## src/rtl/viterbi_pkg.sv

```systemverilog
// rtl/viterbi_pkg.sv - shared defaults and FIFO entry layout for the Viterbi word packer
package viterbi_pkg;

  localparam int WORD_W_DEF     = 8;
  localparam int FIFO_DEPTH_DEF = 4;

  // Each FIFO entry is {partial, word}: the partial flag sits just above the word bits.
  localparam int ENTRY_W_DEF    = WORD_W_DEF + 1;

  typedef struct packed {
    logic                  partial;
    logic [WORD_W_DEF-1:0] word;
  } vit_entry_t;

endpackage

```

## src/rtl/vit_word_fifo.sv

```systemverilog
// rtl/vit_word_fifo.sv - synchronous first-word-fall-through FIFO with registered fill level
module vit_word_fifo
  import viterbi_pkg::*;
#(
  parameter int DATA_W = ENTRY_W_DEF,
  parameter int DEPTH  = FIFO_DEPTH_DEF,
  parameter int LVL_W  = $clog2(DEPTH) + 1
) (
  input  logic              clk,
  input  logic              rst_n,
  input  logic              push_i,
  input  logic              pop_i,
  input  logic [DATA_W-1:0] din_i,
  output logic [DATA_W-1:0] dout_o,
  output logic              empty_o,
  output logic              full_o,
  output logic [LVL_W-1:0]  level_o
);

  localparam int AW = $clog2(DEPTH);

  logic [DATA_W-1:0] mem [DEPTH];
  logic [LVL_W-1:0]  wr_q, wr_d;
  logic [LVL_W-1:0]  rd_q, rd_d;
  logic [LVL_W-1:0]  level_q, level_d;
  logic              push_ok, pop_ok;

  // Pointers carry an extra wrap bit so full and empty differ only in the MSB.
  assign empty_o = (wr_q == rd_q);
  assign full_o  = (wr_q[AW] != rd_q[AW]) && (wr_q[AW-1:0] == rd_q[AW-1:0]);
  assign dout_o  = mem[rd_q[AW-1:0]];
  assign level_o = level_q;

  always_comb begin
    pop_ok  = pop_i && !empty_o;
    push_ok = push_i && (!full_o || pop_ok);
    wr_d    = wr_q;
    rd_d    = rd_q;
    level_d = level_q;
    if (push_ok) wr_d = wr_q + LVL_W'(1);
    if (pop_ok)  rd_d = rd_q + LVL_W'(1);
    if (push_ok && !pop_ok)      level_d = level_q + LVL_W'(1);
    else if (pop_ok && !push_ok) level_d = level_q - LVL_W'(1);
  end

  always_ff @(posedge clk or negedge rst_n) begin
    if (!rst_n) begin
      wr_q    <= '0;
      rd_q    <= '0;
      level_q <= '0;
    end else begin
      wr_q    <= wr_d;
      rd_q    <= rd_d;
      level_q <= level_d;
    end
  end

  // A push into a full FIFO with a same-cycle pop reuses the head slot being vacated.
  always_ff @(posedge clk) begin
    if (push_ok) mem[wr_q[AW-1:0]] <= din_i;
  end

endmodule

```

## src/rtl/viterbi_word_packer.sv

```systemverilog
// rtl/viterbi_word_packer.sv - packs the decoded serial bit stream into LSB-first words
module viterbi_word_packer
  import viterbi_pkg::*;
#(
  parameter int WORD_W     = WORD_W_DEF,
  parameter int FIFO_DEPTH = FIFO_DEPTH_DEF,
  parameter int CNT_W      = $clog2(WORD_W),
  parameter int LVL_W      = $clog2(FIFO_DEPTH) + 1
) (
  input  logic              clk,
  input  logic              rst_n,
  input  logic              valid_serial_i,
  input  logic              data_serial_i,
  input  logic              flush_i,
  input  logic              ready_i,
  output logic [WORD_W-1:0] data_o,
  output logic              valid_o,
  output logic              partial_o,
  output logic              overflow_o,
  input  logic              clear_ovf_i,
  output logic [LVL_W-1:0]  level_o
);

  localparam int               ENTRY_W  = WORD_W + 1;
  localparam logic [CNT_W-1:0] CNT_LAST = CNT_W'(WORD_W - 1);

  logic [CNT_W-1:0]   cnt_q, cnt_d;
  logic [WORD_W-1:0]  sr_q, sr_d;
  logic [WORD_W-1:0]  word_asm;
  logic               ovf_q, ovf_d;
  logic               complete, do_flush, push_req;
  logic               fifo_push, fifo_pop, fifo_empty, fifo_full;
  logic [ENTRY_W-1:0] fifo_din, fifo_dout;

  always_comb begin
    word_asm = sr_q;
    if (valid_serial_i) word_asm[cnt_q] = data_serial_i;

    complete = valid_serial_i && (cnt_q == CNT_LAST);
    // A flush only produces a word if at least one bit is held, counting this cycle's bit.
    do_flush = flush_i && !complete && (valid_serial_i || (cnt_q != '0));
    push_req = complete || do_flush;

    fifo_pop  = !fifo_empty && ready_i;
    fifo_push = push_req && (!fifo_full || fifo_pop);
    fifo_din  = {do_flush, word_asm};

    cnt_d = cnt_q;
    sr_d  = sr_q;
    if (push_req) begin
      cnt_d = '0;
      sr_d  = '0;
    end else if (valid_serial_i) begin
      cnt_d = cnt_q + CNT_W'(1);
      sr_d  = word_asm;
    end

    ovf_d = ovf_q;
    if (push_req && fifo_full && !fifo_pop) ovf_d = 1'b1;
    else if (clear_ovf_i)                   ovf_d = 1'b0;
  end

  always_ff @(posedge clk or negedge rst_n) begin
    if (!rst_n) begin
      cnt_q <= '0;
      sr_q  <= '0;
      ovf_q <= 1'b0;
    end else begin
      cnt_q <= cnt_d;
      sr_q  <= sr_d;
      ovf_q <= ovf_d;
    end
  end

  vit_word_fifo #(
    .DATA_W (ENTRY_W),
    .DEPTH  (FIFO_DEPTH),
    .LVL_W  (LVL_W)
  ) u_fifo (
    .clk     (clk),
    .rst_n   (rst_n),
    .push_i  (fifo_push),
    .pop_i   (fifo_pop),
    .din_i   (fifo_din),
    .dout_o  (fifo_dout),
    .empty_o (fifo_empty),
    .full_o  (fifo_full),
    .level_o (level_o)
  );

  // Stale memory contents are masked so an empty FIFO always presents zeros.
  assign valid_o    = !fifo_empty;
  assign data_o     = fifo_empty ? '0 : fifo_dout[WORD_W-1:0];
  assign partial_o  = !fifo_empty && fifo_dout[WORD_W];
  assign overflow_o = ovf_q;

endmodule

```

## config.mk

```make
export PLATFORM = sky130hd
export DESIGN_NAME = viterbi_word_packer
export DESIGN_NICKNAME = d
export VERILOG_FILES = /design/src/rtl/viterbi_pkg.sv /design/src/rtl/vit_word_fifo.sv /design/src/rtl/viterbi_word_packer.sv
export SDC_FILE = /design/constraint.sdc
export NUM_CORES = 1
export LEC_CHECK = 0
export ABC_CLOCK_PERIOD_IN_PS = 4100
export CORE_MARGIN = 2
export CORE_UTILIZATION = 58
export DETAILED_ROUTE_END_ITERATION = 8
export PLACE_DENSITY = 0.79
export SYNTH_ARGS = -nofsm -noshare
export SYNTH_HDL_FRONTEND = slang
export SYNTH_HIERARCHICAL = 1
export SYNTH_SLANG_ARGS = --single-unit
```

## constraint.sdc

```tcl
create_clock -name clk -period 4.1 [get_ports clk]
set_input_delay 0.615 -clock clk [delete_from_list [all_inputs] [get_ports clk]]
set_output_delay 0.615 -clock clk [all_outputs]
set_load 0.05 [all_outputs]
```

# After elaboration in Yosys (flattened, before gate mapping)

Memories as Yosys holds them, arrays and structs flattened.
Index checks and enable logic that the tools add are counted.

ROM bits: 0
Memories kept: 1
Input port bits: 7
Register bits: 21
Output and inout bits: 14
Latch bits: 0
Bits in writable memories: 36

Add/sub/neg operators: 5
Reductions and logical operators: 28
Bitwise gates (word level): 0
Multipliers: 0
Divide/modulo/power cells: 0
Equal/unequal tests: 4
Shift-type cells: 0
Multiplexer cells: 15
$lt $le $gt $ge: 2

Memories:

| name       | words | bits a word | read ports | clocked after Yosys merged registers in | wr ports | RTL line            | text |
|---|---|---|---|---|---|---|---|
| u_fifo.mem | 4     | 9           | 1          | 0                                       | 1        | vit_word_fifo.sv:22 | `logic [DATA_W-1:0] mem [DEPTH];` |

Operators with widths:

| operator              | number |
|---|---|
| $mux W8               | 4 |
| $logic_and A1 B1 Y1   | 14 |
| $add A3 B1 Y3 const B | 4 |
| $mux W3               | 4 |
| $bwmux W8             | 1 |
| $logic_not A1 Y1      | 6 |
| $reduce_bool A2 Y1    | 3 |
| $mux W1               | 5 |
| $logic_or A1 B1 Y1    | 4 |
| $lt A3 B4 Y1 const B  | 1 |
| $demux W1 S3          | 1 |
| $eq A3 B3 Y1          | 1 |
| $eq A3 B3 Y1 const B  | 1 |
| $ge A3 B1 Y1 const B  | 1 |
| $reduce_bool A3 Y1    | 1 |
| $sub A3 B1 Y3 const B | 1 |
| $eq A2 B2 Y1          | 1 |
| $ne A1 B1 Y1          | 1 |

# Longest topological paths before layout

Depth in word-level cells: 12
Depth in mapped cells: 15

# Cells and area by module

Netlist, hierarchy kept.

By module, submodules not included:

| module              | times used | sequential area each (um^2) | cells each | area each (um^2) |
|---|---|---|---|---|
| vit_word_fifo       | 1          | 1,306.3                     | 105        | 1,911.8 |
| viterbi_word_packer | 1          | 300.3                       | 76         | 897.1 |

# Worst setup path before layout

OpenSTA, ideal clock, no wires.

Path kind: flip-flop to flip-flop
Start point: reg u_fifo.wr_q[0]
End point: reg u_fifo.level_q[1], in the netlist u_fifo/level_o[1]
Arrival time: 3,516 ps
Required time: 3,975 ps
Path slack: 459 ps
Path buffers: 1
Stages on the path, launching flop included: 14
Period minus slack after synthesis: 3,641 ps
Setup time: 125 ps
Path through: dfrtp_1 -> xor2_2 -> or2_1 -> nor2_1 -> inv_1 -> nand2_1 -> inv_1 -> clkbuf_1 -> o41ai_4 -> inv_1 -> ha_1 -> inv_1 -> fa_1 -> mux2_2

Elaborated cells on any way between the ends: 17
Classes of those cells: eq/ne (2); mux (1); reduce/logical (14)

RTL lines:

| element                                                          | RTL line                                       | text |
|---|---|---|
| start, declared                                                  | vit_word_fifo.sv:23                            | `logic [LVL_W-1:0] wr_q, wr_d;` |
| start signal, assigned                                           | vit_word_fifo.sv:52                            | `wr_q <= wr_d;` |
| $eq A3 B3 Y1 (*)                                                 | vit_word_fifo.sv:29                            | `assign empty_o = (wr_q == rd_q);` |
| via fifo_empty                                                   | viterbi_word_packer.sv:32                      | `logic fifo_push, fifo_pop, fifo_empty, fifo_full;` |
| $logic_not A1 Y1 (*)                                             | n/a                                            |  |
| via valid_o                                                      | viterbi_word_packer.sv:17                      | `output logic valid_o,` |
| $logic_and A1 B1 Y1 (*)                                          | viterbi_word_packer.sv:44                      | `fifo_pop = !fifo_empty && ready_i;` |
| via fifo_pop                                                     | viterbi_word_packer.sv:32                      |  |
| $logic_or A1 B1 Y1 / $logic_and A1 B1 Y1 (equally long branches) | viterbi_word_packer.sv:45, vit_word_fifo.sv:35 |  |
| $logic_and A1 B1 Y1 / $logic_or A1 B1 Y1 (equally long branches) | viterbi_word_packer.sv:45, vit_word_fifo.sv:36 |  |
| $logic_and A1 B1 Y1                                              | vit_word_fifo.sv:36                            | `push_ok = push_i && (!full_o \|\| pop_ok);` |
| $logic_and A1 B1 Y1 (*)                                          | vit_word_fifo.sv:42                            | `if (push_ok && !pop_ok) level_d = level_q + LVL_W'(1);` |
| $mux W3 (*)                                                      | vit_word_fifo.sv:42                            |  |
| via u_fifo.level_d[1]                                            | vit_word_fifo.sv:25                            | `logic [LVL_W-1:0] level_q, level_d;` |
| end signal, assigned                                             | vit_word_fifo.sv:54                            | `level_q <= level_d;` |
| end, declared                                                    | vit_word_fifo.sv:25                            |  |

Mark *: on every way through the listed nets, which the timed path passes. The rest lies on a longest branch.
A chain may end at the register's enable or synchronous reset.

# Final worst setup path

Start point: reg u_fifo.rd_q[1]
End point: reg u_fifo.level_q[1], in the netlist u_fifo/level_o[1]

Elaborated cells on any way between the ends: 17
Classes of those cells: eq/ne (2); mux (1); reduce/logical (14)

RTL lines:

| element                                                          | RTL line                                       | text |
|---|---|---|
| start, declared                                                  | vit_word_fifo.sv:24                            | `logic [LVL_W-1:0] rd_q, rd_d;` |
| start signal, assigned                                           | vit_word_fifo.sv:53                            | `rd_q <= rd_d;` |
| $eq A3 B3 Y1 (*)                                                 | vit_word_fifo.sv:29                            |  |
| via fifo_empty                                                   | viterbi_word_packer.sv:32                      |  |
| $logic_not A1 Y1 (*)                                             | viterbi_word_packer.sv:44                      |  |
| $logic_and A1 B1 Y1 (*)                                          | viterbi_word_packer.sv:44                      |  |
| via fifo_pop                                                     | viterbi_word_packer.sv:32                      |  |
| $logic_or A1 B1 Y1 / $logic_and A1 B1 Y1 (equally long branches) | viterbi_word_packer.sv:45, vit_word_fifo.sv:35 |  |
| $logic_and A1 B1 Y1 / $logic_or A1 B1 Y1 (equally long branches) | viterbi_word_packer.sv:45, vit_word_fifo.sv:36 |  |
| $logic_and A1 B1 Y1                                              | vit_word_fifo.sv:36                            |  |
| $logic_and A1 B1 Y1 (*)                                          | vit_word_fifo.sv:42                            |  |
| $mux W3 (*)                                                      | vit_word_fifo.sv:42                            |  |
| via u_fifo.level_d[1]                                            | vit_word_fifo.sv:25                            |  |

Marks and branches as above.

==> impl_metrics.ini <==
[outcome]
status = completed

[routing]
antenna_left = 0
viasPerCell = 5.77
routed_wl_um = 4860
post-route-drc-count = 0
dr_total_vias = 1552
drt-wirelength-per-cell_um = 18.1
dr.pass1.iters = 4
drt_iter0_markers = 105

[timing]
max_freq_ghz = 0.283
rsz0062_at_grt = false
layout_min_cycle_time_ns = 3.53
slew_headroom = 0.348
drv_slew = 0
tightestPinTransition_ns = 0.975
finalHoldViolCount = 0
fin_crit_sh = 0.861
hold_ws_ns = 0.474
setup-violations-final = 0
fin_tns_setup_ns = 0
clock_skew_ns = 0.00651

[floorplan]
die_w_um = 73.6
num_rows = 25
core_area_um2 = 4690
die_h_um = 73.6
ios = 21
die-area_um2 = 5420
initial_core_util = 0.599

[synthesis]
ys_top_cells_by_area = edfxtp_1, dfrtp_1, mux4_2, ha_1, mux2_4
async_flop_share = 0.368
synth_seq_area_share = 0.572
syn-num-nets = 198
ys_warn_count = 6
ys_ff_latch = 57
netlist_area_um2 = 2810
yosysTopAreaCell = edfxtp_1
synth_commonest_cells = edfxtp_1, dfrtp_1, inv_1, nor2b_1
synth_most_common_cell = edfxtp_1
synth-edff-count = 36
synth_cell_type_count = 43
synth_top_area_frac = 0.385
syn_inst = 181
syn_area_per_cell_um2 = 15.5
ys.flop_type = edfxtp_1

[finish]
drive_gt1_frac = 0.237
nets = 227
antennaDiodeCount = 0
regArea_um2 = 1610
areaGrowthSynthToFinish_pct = 14.4
multi_input_area_um2 = 1080
n_fill_cell = 317

[cts]
cts_hold_buf = 0
cts_sinks = 57
cts_resized = 0
clk_pin_slew_ns = 0.06
cts_tree = done
cts.htree.levels = 3
postCtsSetupRepairBufs = 0
clk_path_buf_depth = 2
worstSkewPairLatency_ns = 0.33
cts_buffers = 9
root_buffer = clkbuf_8

[critical_path]
crit_path_max_incr_delay_ns = 0.70
startpoint_type = register
critical_path_peak_fanout = 12
r2r_slack_ns = 0.57
cp.required_ns = 4.31
crit_path_top_delay_cell = dfrtp_1
crit_path_end_kind = register
cp_common_cell = inv_1
worstPathCellList = xor2_2 -> or2_1 -> nor2_1 -> inv_1 -> nand2_1 -> inv_1 -> o41ai_4 -> inv_1 -> ha_1 -> inv_1 -> fa_1 -> mux2_2
cp_data_arrival_time_ns = 3.74
path_class = reg2reg
path_delay_family = flip-flops
path_buf_inv = 4

[global_route]
antenna_found_initial = 0
grt_use_total = 0.203
grt_max_degree = 22
grt-ovfl-total = 0
grt_pass1_vias = 1542
grt_first_pass_wirelength_um = 7660

[place]
gp_congestion = 0.777
portBuffers = 20
detailed_place_hpwl_um = 3330

[hold_path]
min_path_type = reg2reg

[flow_run]
drv_cap = 0
==> cell families (layout without fill, tap and decap cells) <==
| group | count (synthesis) | in the layout | share of synthesized area |
|---|---|---|---|
| flops | 57 | 57 | 0.572 |
| xor+xnor | 10 | 10 | 0.0365 |
| compound gates | 14 | 14 | 0.0450 |
| buf+inv | 22 | 56 | 0.0419 |
| fa+ha+maj | 10 | 10 | 0.0472 |
| mux | 20 | 20 | 0.124 |
| simple gates | 48 | 48 | 0.133 |
==> path summary, 6_finish.rpt <==
check,startpoint,cells past startpoint,endpoint
max,u_fifo/rd_q[1],12,u_fifo/level_o[1]
min,u_fifo/level_o[2],1,u_fifo/level_o[2]
max reg2reg,u_fifo/rd_q[1],12,u_fifo/level_o[1]
min reg2reg,u_fifo/level_o[2],1,u_fifo/level_o[2]
max in group asynchronous,rst_n,1,sr_q[7]
min in group asynchronous,rst_n,1,u_fifo/rd_q[2]
==> final cells by class <==
type,count,area share
Timing Repair Buffer,26,0.0763
Inverter,14,0.0164
Multi-Input combinational cell,102,0.338
Sequential cell,57,0.500
Clock inverter,4,0.00662
Tap cell,54,0.0210
Clock buffer,12,0.0421
==> flip-flops by register name, summed over array words and instances, names as in the netlist <==
register	cells
cnt_q	3
u_fifo/level_o	3
u_fifo/rd_q	3
u_fifo/wr_q	3
u_fifo/mem	36
sr_q	8
overflow_o	1
==> metrics by stage <==
stage | instance area, um^2 | util | worst slack [ns] | instances
after CTS | 3210 | 0.685 | 0.569 | 269
after global routing | 3210 | 0.685 | 0.408 | 269
final | 3210 | 0.685 | 0.569 | 269
after floorplan | 2810 | - | 0.459 | 181
after detailed placement | 3060 | 0.651 | 0.585 | 253
after global placement | 3060 | 0.651 | 0.692 | 253
==> layout by cell type (no fill, tap or decap), types with 2 or more instances in the layout <==
| master | instances |
|---|---|
| and2b_1 | 2 |
| and4bb_1 | 3 |
| buf_4 | 6 |
| clkbuf_1 | 3 |
| clkbuf_8 | 9 |
| clkdlybuf4s50_1 | 20 |
| clkinv_2 | 2 |
| dfrtp_1 | 21 |
| edfxtp_1 | 36 |
| ha_1 | 9 |
| inv_1 | 14 |
| mux2_1 | 2 |
| mux2_2 | 3 |
| mux2_4 | 6 |
| mux4_2 | 9 |
| nand2_1 | 5 |
| nand3_1 | 2 |
| nand4b_2 | 2 |
| nor2_1 | 9 |
| nor2b_1 | 11 |
| nor2b_4 | 6 |
| nor4_1 | 2 |
| o21ai_0 | 3 |
| xnor2_1 | 5 |
| xor2_1 | 3 |
| xor2_2 | 2 |
==> per-layer routing <==
metal | vias to the layer above | part of all wire | GRT usage | wire length [um]
li1 | 718 | - | - | -
met1 | 777 | 0.41 | 0.254 | 2000
met2 | 49 | 0.52 | 0.323 | 2540
met3 | 8 | 0.049 | 0.0604 | 237
met4 | 0 | 0.018 | 0.0970 | 88
met5 | - | 0 | 0 | 0
Power is not shown: default switching activity piles up to over one toggle a cycle in this logic, so the estimate is an artifact.
==> variant 1 (same settings) <==
Register the output `level_o`, with the module's reset; this adds one clock of latency there. The other outputs are not delayed to match.
--- a/src/rtl/viterbi_word_packer.sv
+++ b/src/rtl/viterbi_word_packer.sv
@@ -24,4 +24,6 @@
   localparam int               ENTRY_W  = WORD_W + 1;
   localparam logic [CNT_W-1:0] CNT_LAST = CNT_W'(WORD_W - 1);
+
+  logic [LVL_W-1:0] level_c;
 
   logic [CNT_W-1:0]   cnt_q, cnt_d;
@@ -86,5 +88,5 @@
     .empty_o (fifo_empty),
     .full_o  (fifo_full),
-    .level_o (level_o)
+    .level_o (level_c)
   );
 
@@ -95,4 +97,12 @@
   assign overflow_o = ovf_q;
 
+  always_ff @(posedge clk or negedge rst_n) begin
+    if (!rst_n) begin
+      level_o <= '0;
+    end else begin
+      level_o <= level_c;
+    end
+  end
+
 endmodule
 
Check against the original RTL: not equivalent (a bounded check fails within 4 cycles, from zero or initial values and one cycle with rst_n low).
==> variant 1 against the original RTL <==
  * Global-route usage down 1.5 points
  * Sequential share of layout area up 0.39 points
  * Via count down 0.45%
  * Synthesized area up 2.7%
  * Cell area up 3.9%
  * Worst setup slack better by 0.083 ns
  * Sequential cell count up 3
  * Routed wire length down 5.7%
  * Worst hold slack worse by 0.067 ns
  * Critical endpoint is now data_o[0]
  * Largest cell class unchanged
  * Highest routed layer unchanged
Power is left out: the tool's default activity adds up to more than one toggle a clock period on the data nets, which glitch-free logic cannot reach.
==> variant 1: results <==
[outcome]
status = "complete, no violations"

[worst_setup_path]
cpPeakStageDelay_ns = 0.81
slowest_stage = "clkdlybuf4s50_1"
cp_data_arrival_time_ns = 2.83
r2r_slack_ns = 0.65

[die]
die_area_um2 = 5552

[logic_synthesis]
synthXorXnorAreaFrac_pct = 3.557
synth_compound_area_share_pct = 4.382
synth_mux_area_share_pct = 12.10
seq_area_frac_synth_pct = 58.31
netlist_top_cells_area = "edfxtp_1, dfrtp_1, mux4_2"

[global_route]
grt_pass1_wl_um = 7341
grtUsageTotal_pct = 18.74
grt_pass1_vias = 1487

[timing]
max_slew_margin_pct = 27.95
holdWs_ns = 0.4071
fin_skew_ns = 0.005355

[cells_and_area]
final_cells = 286
nNonClkBuffers = 27
seq_area_um2 = 1682
n_clock_buffer = 15
fillers = 339

[route]
wirelength_um = 4579
drtIter0Drc = 97

[place]
place_ws_ns = 0.6541

[min_path]
whs_endpoint = "level_o[2]"
[variant 1: cell count changes after synthesis, sizes merged]
cell   before  now
dfrtp      21   24
[variant 1: worst max-delay path by stage]
| stage | endpoint | slack (ns) | cells past startpoint |
|---|---|---|---|
| after detailed placement | u_fifo/level_o[1] | 0.65 | 12 |
| after floorplan | u_fifo/level_o[1] | 0.46 | 13 |
| after global routing | u_fifo/level_o[2] | 0.43 | 14 |
| final | data_o[0] | 0.65 | 6 |
| after CTS | data_o[0] | 0.63 | 6 |
| after global placement | u_fifo/level_o[1] | 0.69 | 12 |
[variant 1: metal layers]
layer / up-vias / share of wire [%] / GRT usage, %
met5: - / 0 / 0
met4: 0 / 1.3 / 6.944
met3: 8 / 5.2 / 7.182
met2: 41 / 50 / 29.11
met1: 770 / 43 / 24.30
li1: 726 / - / -
==> variant 2 (config.mk and constraints unchanged) <==
Made on the original files. The package constant `FIFO_DEPTH_DEF` goes from 4 to 8.
--- a/src/rtl/viterbi_pkg.sv
+++ b/src/rtl/viterbi_pkg.sv
@@ -3,5 +3,5 @@
 
   localparam int WORD_W_DEF     = 8;
-  localparam int FIFO_DEPTH_DEF = 4;
+  localparam int FIFO_DEPTH_DEF = 8;
 
   // Each FIFO entry is {partial, word}: the partial flag sits just above the word bits.
Interface: changed (resized level_o); port bits go from 21 to 22. No check against the original RTL was run, so the function may have changed too.
==> variant 2 against the original RTL <==
  * Largest cell class unchanged
  * Synthesized area grew 58%
  * Worst setup slack gained 0.051 ns
  * Final cell count grew 49%
  * Critical endpoint is now data_o[2]
  * Routed wire length grew 55%
  * Sequential cell count grew 39
  * Worst hold slack gained 0.032 ns
  * Cell area grew 55%
==> variant 2: results <==
[outcome]
status = "complete, no violations"

[logic_synthesis]
syn_nets = 277
synth_compound_area_share_pct = 3.443
async_flop_share_pct = 25.00
synth_mux_area_share_pct = 14.96
seq_area_frac_synth_pct = 62.32
synth_common_cells = "edfxtp_1, dfrtp_1, mux4_2"
synthAdderAreaFrac_pct = 2.710
synthXorXnorAreaFrac_pct = 2.710

[global_route]
grt_pass1_vias = 2391
use_met2_pct = 31.74
grt_max_degree = 25

[cells_and_area]
final_nets = 312
fillers = 485
drive_above_1_share_pct = 29.24

[place]
hpwl_um = 4973
port_buffers = 21

[cts]
clock_latency_ns = 0.36

[route]
via_per_inst = 5.698
drt-met1-wl_um = 3443
avgRoutedWirePerCell_um = 18.85
drtIter0Drc = 192

[min_path]
whs_endpoint = "overflow_o"

[worst_setup_path]
crit_fanout = 21
r2r-start = "u_fifo/wr_q[0]"
r2r_slack_ns = 0.65
slowest_stage = "clkdlybuf4s50_1"
## variant 2: layout make-up
| class | instances | area share, % |
|---|---|---|
| Clock buffer | 10 | 2.561 |
| Clock inverter | 6 | 0.8285 |
| Inverter | 9 | 0.6779 |
| Multi-Input combinational cell | 142 | 31.23 |
| Sequential cell | 96 | 55.44 |
| Tap cell | 99 | 2.486 |
| Timing Repair Buffer | 38 | 6.779 |
## variant 2: stage by stage
step / hold slack, ns / instances / worst slack (ns) / util, % / instance area (um2)
after detailed placement: 0.4870 / 384 / 0.6227 / 65.68 / 4815
after global routing: 0.5405 / 400 / 0.3377 / 67.98 / 4984
final: 0.5061 / 400 / 0.6199 / 67.98 / 4984
after floorplan: 0.3194 / 261 / 0.3873 / - / 4433
after CTS: 0.5103 / 400 / 0.5861 / 67.98 / 4984
after global placement: 0.4853 / 384 / 0.7791 / 65.68 / 4815
## variant 2: how the worst max path moves through the flow
stage | cells past startpoint | start | slack [ns] | end
finish | 5 | u_fifo/rd_q[0] | 0.62 | data_o[2]
global route | 14 | cnt_q[0] | 0.34 | u_fifo/level_o[3]
CTS | 5 | u_fifo/rd_q[0] | 0.59 | data_o[2]
detailed placement | 13 | flush_i | 0.62 | u_fifo/level_o[3]
global placement | 13 | flush_i | 0.78 | u_fifo/level_o[3]
floorplan | 10 | u_fifo/wr_q[1] | 0.39 | u_fifo/mem[5][0]
## variant 2: worst reg2reg max path: stages (launching register included)
cell	delay (ns)
dfrtp_1	0.63
xnor2_2	0.16
nand3_1	0.11
nor2_1	0.20
inv_1	0.08
nand2_1	0.10
inv_1	0.16
o31ai_4	0.34
inv_1	0.08
ha_1	0.24
inv_1	0.17
ha_1	0.26
a21o_1	0.20
a2111oi_0	0.47
o31ai_1	0.14
